## src/rtl/game_timer_ctrl.sv

```systemverilog
// Countdown timer for the GAME state: whole-second countdown with pause, bonus top-up,
// a low-time warning and a single end_of_time pulse back to the game FSM.
module game_timer_ctrl #(
  parameter int         CLK_FREQ_HZ = 100_000_000,
  parameter int         GAME_TIME   = 30,
  parameter int         BONUS_TIME  = 5,
  parameter int         WARN_TIME   = 5,
  parameter int         SEC_W       = 8,
  parameter logic [1:0] GAME_STATE  = 2'b10
) (
  input  logic             clk,
  input  logic             rst_n,
  input  logic [1:0]       state_in,
  input  logic             pause,
  input  logic             add_time,
  output logic             end_of_time,
  output logic [SEC_W-1:0] seconds_left,
  output logic             warning,
  output logic             running
);

  localparam int               PW        = (CLK_FREQ_HZ > 1) ? $clog2(CLK_FREQ_HZ) : 1;
  localparam logic [PW-1:0]    PRESC_MAX = PW'(CLK_FREQ_HZ - 1);
  localparam logic [SEC_W:0]   SEC_SAT   = {1'b0, {SEC_W{1'b1}}};
  localparam logic [SEC_W-1:0] SEC_INIT  = SEC_W'(GAME_TIME);
  localparam logic [SEC_W:0]   BONUS     = (SEC_W+1)'(BONUS_TIME);

  typedef enum logic [1:0] {
    S_IDLE,
    S_RUN,
    S_PAUSE,
    S_EXPIRED
  } state_t;

  state_t           state, state_nxt;
  logic [PW-1:0]    presc, presc_nxt;
  logic [SEC_W-1:0] sec_nxt, sec_sat;
  logic [SEC_W:0]   sec_sum;
  logic             in_game, tick, warn_nxt;

  assign in_game = (state_in == GAME_STATE);
  assign tick    = (state == S_RUN) && (presc == PRESC_MAX);

  // One extra bit of headroom lets the bonus overflow be detected and clamped.
  always_comb begin
    sec_sum = {1'b0, seconds_left} - {{SEC_W{1'b0}}, tick} + (add_time ? BONUS : '0);
    sec_sat = (sec_sum > SEC_SAT) ? SEC_SAT[SEC_W-1:0] : sec_sum[SEC_W-1:0];
  end

  always_ff @(posedge clk or negedge rst_n) begin
    if (!rst_n) state <= S_IDLE;
    else        state <= state_nxt;
  end

  // Leaving GAME always wins, then expiry, then pause handling.
  always_comb begin
    state_nxt = state;
    presc_nxt = presc;
    sec_nxt   = seconds_left;
    case (state)
      S_IDLE: begin
        presc_nxt = '0;
        sec_nxt   = SEC_INIT;
        if (in_game) state_nxt = pause ? S_PAUSE : S_RUN;
      end
      S_RUN: begin
        presc_nxt = tick ? '0 : presc + 1'b1;
        sec_nxt   = sec_sat;
        if (!in_game) begin
          state_nxt = S_IDLE;
          presc_nxt = '0;
          sec_nxt   = SEC_INIT;
        end else if (sec_sat == '0) begin
          state_nxt = S_EXPIRED;
        end else if (pause) begin
          state_nxt = S_PAUSE;
        end
      end
      S_PAUSE: begin
        sec_nxt = sec_sat;
        if (!in_game) begin
          state_nxt = S_IDLE;
          presc_nxt = '0;
          sec_nxt   = SEC_INIT;
        end else if (!pause) begin
          state_nxt = S_RUN;
        end
      end
      S_EXPIRED: begin
        presc_nxt = '0;
        sec_nxt   = '0;
        if (!in_game) begin
          state_nxt = S_IDLE;
          sec_nxt   = SEC_INIT;
        end
      end
      default: begin
        state_nxt = S_IDLE;
        presc_nxt = '0;
        sec_nxt   = SEC_INIT;
      end
    endcase
  end

  assign warn_nxt = ((state_nxt == S_RUN) || (state_nxt == S_PAUSE)) &&
                    (sec_nxt != '0) && (int'(sec_nxt) <= WARN_TIME);

  // Flags are computed from next-state values so they line up with seconds_left.
  always_ff @(posedge clk or negedge rst_n) begin
    if (!rst_n) begin
      presc        <= '0;
      seconds_left <= SEC_INIT;
      end_of_time  <= 1'b0;
      warning      <= 1'b0;
      running      <= 1'b0;
    end else begin
      presc        <= presc_nxt;
      seconds_left <= sec_nxt;
      end_of_time  <= (state == S_RUN) && (state_nxt == S_EXPIRED);
      warning      <= warn_nxt;
      running      <= (state_nxt == S_RUN);
    end
  end

endmodule
```

## config.mk

```make
export PLATFORM = sky130hd
export DESIGN_NAME = game_timer_ctrl
export DESIGN_NICKNAME = d
export VERILOG_FILES = /design/src/rtl/game_timer_ctrl.sv
export SDC_FILE = /design/constraint.sdc
export NUM_CORES = 1
export LEC_CHECK = 0
export BUFFER_PORTS_ARGS = -buffer_cell sky130_fd_sc_hd__buf_2
export CAP_MARGIN = 10
export CORE_UTILIZATION = 45
export CTS_CLUSTER_SIZE = 28
export DETAILED_ROUTE_END_ITERATION = 8
export GPL_TIMING_DRIVEN = 0
export SETUP_SLACK_MARGIN = 0.5
export SLEW_MARGIN = 10
export SYNTH_ARGS = -nofsm -noshare
export SYNTH_HDL_FRONTEND = slang
export SYNTH_SLANG_ARGS = --single-unit
```

## constraint.sdc

```tcl
create_clock -name clk -period 12.6 [get_ports clk]
set_clock_uncertainty 0.1 [all_clocks]
set_input_delay 1.89 -clock clk [delete_from_list [all_inputs] [get_ports clk]]
set_output_delay 1.89 -clock clk [all_outputs]
set_load 0.05 [all_outputs]
```

==> results of run 1 <==
-- per-stage QoR --
step	cell area, µm²	power (µW)
after detailed placement	2710	394
after global placement	2710	390
after CTS	2820	504
after global routing	2820	538
final	2820	500
after floorplan	2540	341
-- where the power goes --
group          internal (µW)  switching (µW)
clock                   58.6            47.9
combinational           81.2             162
sequential               143            7.82
-- cell families after synthesis --
logic type                 after synthesis
xor gates and xnor gates                25
AOI/OAI and AO/OA                       53
adders and majority gates               18
buffers and inverters                   23
muxes                                    2
and+or+nand+nor                        113
DFF                                     40
-- cells in the final DEF (no fill, tap or decap), types with 8 or more instances in the layout --
cell type / count
sky130_fd_sc_hd__nor2_1: 42
sky130_fd_sc_hd__dfrtp_1: 36
sky130_fd_sc_hd__nand2_1: 18
sky130_fd_sc_hd__buf_2: 18
sky130_fd_sc_hd__inv_1: 17
sky130_fd_sc_hd__xor2_1: 17
sky130_fd_sc_hd__ha_1: 17
sky130_fd_sc_hd__a21oi_1: 12
sky130_fd_sc_hd__nand4_1: 11
sky130_fd_sc_hd__and3_1: 10
sky130_fd_sc_hd__nand3_1: 9
sky130_fd_sc_hd__o21ai_0: 9
sky130_fd_sc_hd__a31oi_1: 9
sky130_fd_sc_hd__xnor2_1: 8
-- sequential cells by signal, indices dropped and copies added, names as in the netlist --
signal	flops
running	1
presc	27
end_of_time	1
warning	1
seconds_left	8
state	2
-- critical path: stages --
cell                       delay [ns]
sky130_fd_sc_hd__buf_2           0.09
sky130_fd_sc_hd__inv_1           0.04
sky130_fd_sc_hd__ha_1            0.26
sky130_fd_sc_hd__inv_1           0.04
sky130_fd_sc_hd__ha_1            0.33
sky130_fd_sc_hd__a211oi_2        0.33
sky130_fd_sc_hd__nor3_1          0.11
sky130_fd_sc_hd__a211oi_2        0.32
sky130_fd_sc_hd__nand2_1         0.13
sky130_fd_sc_hd__nand4b_2        0.30
sky130_fd_sc_hd__o311ai_1        0.41
sky130_fd_sc_hd__ha_1            0.22
sky130_fd_sc_hd__nand4b_1        0.10
sky130_fd_sc_hd__a211oi_1        0.23
-- path summary, 6_finish.rpt --
kind | from | to | cells after the start
setup / recovery | add_time | warning | 14
hold / removal | presc[26] | presc[26] | 1
setup reg to reg | state[1] | warning | 18
hold reg to reg | presc[26] | presc[26] | 1
max in group asynchronous | rst_n | presc[1] | 1
min in group asynchronous | rst_n | presc[18] | 1
-- layer usage --
layer	up-vias	global-route usage, %
li1	1026	-
met1	959	29.8
met2	37	30.3
met3	8	3.57
met4	0	6.79
met5	-	0
-- final cells by class --
type	count	area, µm²	area share [%]
plain buffers	6	25.0	0.888
clock buffers	5	68.8	2.44
clock inverters	3	42.5	1.51
inverters	17	63.8	2.27
multi-input cells	211	1440	51.2
flip-flops and latches	40	1010	35.7
well taps	70	87.6	3.11
repair buffers	16	80.1	2.84
==> parameters.txt, run 1 <==
Parameter                              Value

Status
  Status ... finished, final reports clean

Logic synthesis
  Synthesized netlist cell count ... ~270
  Sequential element share of the synthesized area ... 39.6%
  Cell type with the largest total area after synthesis ... sky130_fd_sc_hd__dfrtp_1
  Simple logic cell fraction of the synthesized area ... about a quarter
  Top_reg_cell synth ... sky130_fd_sc_hd__dfrtp_1
  Post-Syn Area ... 2540 µm²
  Number of distinct library cells after synthesis ... 52
  Count of flip-flops with a built-in enable after synthesis ... 0
  Adder-cell share of the synthesized area ... 9.17%
  FF+latch count, synth ... 40
  Average cell area after synthesis ... 9.26 µm²
  Complex-gate fraction of the synthesized area ... approximately 15%
  Share of Yosys cell area claimed by the top area cell type ... ~36%
  Most used standard cell by instance count after synthesis ... sky130_fd_sc_hd__nor2_1
  FFs w/ async S/R, synth ... between 90% and 100%
  XOR/XNOR Fraction of Synth Area ... under 10%
  Syn_nets ... between 200 and 300
  Synth warnings ... 0
  List of most frequent post-synthesis cells ... sky130_fd_sc_hd__nor2_1, sky130_fd_sc_hd__dfrtp_1, sky130_fd_sc_hd__nand2_1
  Proportion of synthesized area in mux cells ... 0.838%
  Largest cells by area after synthesis ... sky130_fd_sc_hd__dfrtp_1, sky130_fd_sc_hd__ha_1, sky130_fd_sc_hd__nor2_1, sky130_fd_sc_hd__xor2_1, sky130_fd_sc_hd__dfstp_2
  Main combinational cell family by area after synthesis ... simple AND/OR/NAND/NOR gates

Placed design
  Setup slack after placement ... approximately 7.6 ns
  RD Place Congestion ... between 0.8 and 0.9
  Hpwl dp ... a little under 4000 µm
  Port-buffer cells ... 16
  Count of placed standard cells including taps ... 360

Drt
  Total length of routed met3 wires ... roughly 160 µm
  Highest metal layer with signal wires ... met4
  Total length of routed met2 wires ... between 2000 and 2500 µm
  DRC Markers ... 0
  Via count ... approximately 2000
  Vias per cell ... roughly 5.5
  Wire length on met1 ... roughly 2800 µm
  Routed wire length ... between 5000 and 6000 µm
  Detailed Routing Iterations Pass 1 ... 4
  Routed WL per cell ... ~14 µm
  Starting DRT DRC Count ... about 170
  Remaining antenna violation count ... 0

Timing
  Fmax achieved ... between 200 and 250 MHz
  Relative max-transition margin ... slightly below 40%
  Measured slew at the worst slew-check pin ... around 0.91 ns
  Count of final setup violators ... 0
  Max-slew violations ... 0
  Setup ws final ... ~8 ns
  Time the worst path needs with I/O delays and setup ... between 4 and 5 ns
  Unrepaired setup endpoints after global routing ... false
  Final-layout setup total negative slack ... 0 ns
  Final critical-path share of the clock period ... a little under two fifths
  Worst hold slack ... between 0.3 and 0.4 ns
  Final Hold Fails ... 0

Setup path
  Endpoint required time on the critical path ... 12.70 ns
  WS Path Type ... input pin to flip-flop
  Critical path fanouts, max ... 5
  Critical Path Sink Type ... flip-flop
  Startpoint class of the critical path ... input pin
  Worst endpoint data arrival time ... roughly 4.8 ns
  Minimum setup slack among reg-to-reg paths ... roughly 7.9 ns

Floorplan
  Floorplan die width ... about 77 µm
  Initial core utilization ... between 40% and 50%
  Full die area ... just under 6000 µm²
  Core Rows ... 26
  Area of the placeable core ... approximately 5300 µm²
  Number of primary I/O pins ... 17
  Height of the die ... around 77 µm

Final layout
  Net count, final ... between 300 and 400
  Filler cell count in the final layout ... 504
  Post-layout instance count excluding filler cells ... between 300 and 400
  Ratio of cells with drive above 1 in the final layout ... 14.4%
  Area delta synth->final ... 11.0%
  End-of-flow core utilization ... 53.4%
  Total inserted antenna cells ... 0

Global routing
  Number of antenna violations at the first check in global routing ... 0
  Vias in the first global route ... about 2000
  GR Util All Layers ... 20.4%
  Maximum number of pins on one net before global-route repair ... approximately 40
  First-pass GRT wire length ... approximately 9600 µm
  Grt total ovfl ... 0

Clock network
  Count of hold-fix buffers inserted at cts ... 0
  Clock transition at the registers of the reported paths ... 0.08 ns
  Clock tree buffer depth ... 2
  CTS Buf Count ... 5
  Number of clock sinks ... 40
  CTS tree ... built
  Clock latency on the worst-skew pair ... ~0.3 ns
  Number of H-tree levels ... 2
  Root buffer cell ... sky130_fd_sc_hd__clkbuf_8
  Number of resized instances in the post-cts repair step ... 0
  Post-CTS setup repair buffer count ... 0

Pwr
  Pwr Density ... between 150 and 200 nW/µm²
  Static leakage ... ~0.0012 µW
  Max IR drop VDD ... around 0.12 mV

Run
  Max Cap Violations ... 0

Hold path
  Worst hold path class ... flip-flop to flip-flop
(Power assumes the default switching activity.)
==> inputs of run 2 (changes only) <==
==> constraint.sdc (replaced) <==
create_clock -name clk -period 3.9 [get_ports clk]
set_clock_uncertainty 0.1 [all_clocks]
set_input_delay 0.585 -clock clk [delete_from_list [all_inputs] [get_ports clk]]
set_output_delay 0.585 -clock clk [all_outputs]
set_load 0.05 [all_outputs]
==> run 2 against run 1 <==
Compared with the run above:
- sequential power rose to 3.2 times the previous value
- critical path depth is 9 higher
- first-iteration DRC count down 14%
- non-clock buffer count rose by 23
- die area stayed put
- worst hold slack got worse by 0.059 ns
- combinational power grew to 4.6 times the previous value
- via count is 4.9% higher
- final cell count grew 6.3%
- largest cell class unchanged
- largest power group unchanged
==> parameters.txt, run 2 (synthesis results as in run 1) <==
Parameter                              Value

Timing
  Max-slew violations ... 0
  Time the worst path needs with I/O delays and setup ... ~3.9 ns
  Unrepaired setup endpoints after global routing ... true
  Relative max-transition margin ... 38.2%
  Final critical-path share of the clock period ... 99.4%
  Final-layout setup total negative slack ... 0 ns
  Count of final setup violators ... 0
  Fmax achieved ... between 200 and 300 MHz
  Final Hold Fails ... 0
  Measured slew at the worst slew-check pin ... 0.927 ns

Drt
  Routed WL per cell ... around 14 µm
  Via count ... ~2100
  Remaining antenna violation count ... 0
  Starting DRT DRC Count ... between 100 and 150
  Vias per cell ... 5.45
  Routed wire length ... about 5600 µm
  DRC Markers ... 0
  Detailed Routing Iterations Pass 1 ... 4

Clock network
  Clock latency on the worst-skew pair ... approximately 0.29 ns
  Root buffer cell ... sky130_fd_sc_hd__clkbuf_8
  CTS tree ... built
  Clock tree buffer depth ... 2
  CTS Buf Count ... 5
  Number of H-tree levels ... 2
  Clock transition at the registers of the reported paths ... 0.08 ns
  Number of clock sinks ... 40

Global routing
  Maximum number of pins on one net before global-route repair ... 41
  GR Util All Layers ... between 20% and 30%
  First-pass GRT wire length ... about 10000 µm
  Grt total ovfl ... 0
  Vias in the first global route ... 2139
  Number of antenna violations at the first check in global routing ... 0

Setup path
  CP cell instances ... inv_2 > ha_4 > nor4bb_4 > nand4_1 > nor3_2 > ha_1 > inv_2 > ha_4 > fa_2 > a211oi_4 > buf_4 > nor3_2 > a211oi_2 > nand2_1 > buf_4 > buf_4 > buf_4 > buf_4 > buf_4 > buf_4 > buf_6 > nor2_2 > nor2_1
  Slowest library cell on the worst path ... sky130_fd_sc_hd__dfrtp_1
  Critical path fanouts, max ... 3
  Worst endpoint data arrival time ... between 3 and 4 ns
  WS Path Type ... flip-flop to flip-flop
  Critical Path Sink Type ... flip-flop
  Critical Path Most Common Cell ... sky130_fd_sc_hd__buf_4
  Biggest cell delay along the critical path ... 0.40 ns
  Endpoint required time on the critical path ... between 3 and 4 ns
  Minimum setup slack among reg-to-reg paths ... 0.02 ns
  Startpoint class of the critical path ... flip-flop

Pwr
  Static leakage ... 0.00138 µW
  Total chip power ... roughly 1900 µW
  Pwr Density ... about 600 nW/µm²
  Max IR drop VDD ... between 0.2 and 0.3 mV

Final layout
  Register with the highest flop count ... presc
  Area delta synth->final ... 23.5%
  Area occupied by registers ... 1010 µm²
  Max reg flops ... 27
  Total inserted antenna cells ... 0
  Top library cells by usage in the layout, fill and taps aside ... sky130_fd_sc_hd__nor2_1, sky130_fd_sc_hd__dfrtp_1, sky130_fd_sc_hd__buf_4
  Filler cell count in the final layout ... 462
  Area of combinational cells with multiple inputs ... 1600 µm²
  Commonest non-fill, non-tap cell in the layout ... sky130_fd_sc_hd__nor2_1
  Largest registers ... presc: 27 flops, seconds_left: 8 flops, state: 2 flops
  Ratio of cells with drive above 1 in the final layout ... 26.5%
  Net count, final ... between 300 and 400

Hold path
  Worst hold path class ... input pin to asynchronous set/reset pin

Floorplan
  Full die area ... 5940 µm²
  Number of primary I/O pins ... 17
  Core Rows ... 26
  Initial core utilization ... between 40% and 50%
  Floorplan die width ... between 70 and 80 µm
  Area of the placeable core ... roughly 5300 µm²
  Height of the die ... ~77 µm

Placed design
  Hpwl dp ... ~3800 µm
  Port-buffer cells ... 16
  RD Place Congestion ... 0.836

Run
  Max Cap Violations ... 0

Status
  Status ... finished, final reports clean
-- run 2: cell count changes in the layout (fill, tap and decap cells not counted), moves of 3 or more --
cell,before,now
sky130_fd_sc_hd__buf_4,0,20
sky130_fd_sc_hd__buf_6,0,3
sky130_fd_sc_hd__ha_1,17,14
sky130_fd_sc_hd__nor2_1,42,38
sky130_fd_sc_hd__nor2_2,1,4
sky130_fd_sc_hd__o21ai_0,9,5
-- run 2: path summary, 6_finish.rpt --
kind,start,to,cells past startpoint
worst max-delay path,state[1],seconds_left[0],23
worst max register to register,state[1],seconds_left[0],23
min in group clk,presc[26],presc[26],1
worst min-delay path,rst_n,presc[21],1
worst min register to register,presc[26],presc[26],1
max in group asynchronous,rst_n,presc[15],1
-- run 2: area by class of cell --
type / instances / share of cell area (%)
Sequential cell: 40 / 32.1
Timing Repair Buffer: 39 / 8.43
Inverter: 17 / 2.04
Multi-Input combinational cell: 211 / 51.0
Buffer: 6 / 0.799
Clock buffer: 8 / 2.88
Tap cell: 70 / 2.80
-- run 2: timing repair --
item,in CTS,in global routing
pin swaps,12,3
buffers inserted,19,4
resized for setup,10,16
hold buffers,0,0
endpoints found under the setup margin,10,11
-- run 2: per-layer routing --
layer / GRT usage [%] / vias up / share of wire (%)
met5: 0 / - / 0
met4: 4.53 / 0 / 1.2
met3: 4.76 / 8 / 3.7
met2: 33.7 / 30 / 47
met1: 28.7 / 1023 / 48
li1: - / 1068 / -
-- run 2: where the power goes --
group	switching [µW]	internal, µW	total, µW	leakage (µW)
clock	138	144	282	0.0000455
combinational	648	469	1120	0.000795
sequential	25.4	461	487	0.000543
total	812	1070	1890	0.00138
-- run 2: critical path, delay by kind of cell, from the launching register on --
kind	cells	cell delay, ns
flip-flops	1	0.40
AO/OA/AOI/OAI	2	0.54
adder cells (fa/ha/maj)	4	0.84
buffers and inverters	10	1.15
AND/OR/NAND/NOR	7	0.75
-- run 2: metrics by stage --
stage               instance area (µm²)  utilization (%)  instances  hold slack [ns]  setup WS (ns)
finish                             3130             59.4        391            0.325         0.0245
global route                       3130             59.4        391            0.405         -0.226
CTS                                3050             57.9        387            0.345         0.0863
detailed placement                 2770             52.5        360            0.381         -0.311
global placement                   2770             52.5        360            0.365         -0.361
floorplan                          2600                -        274            0.189          0.138
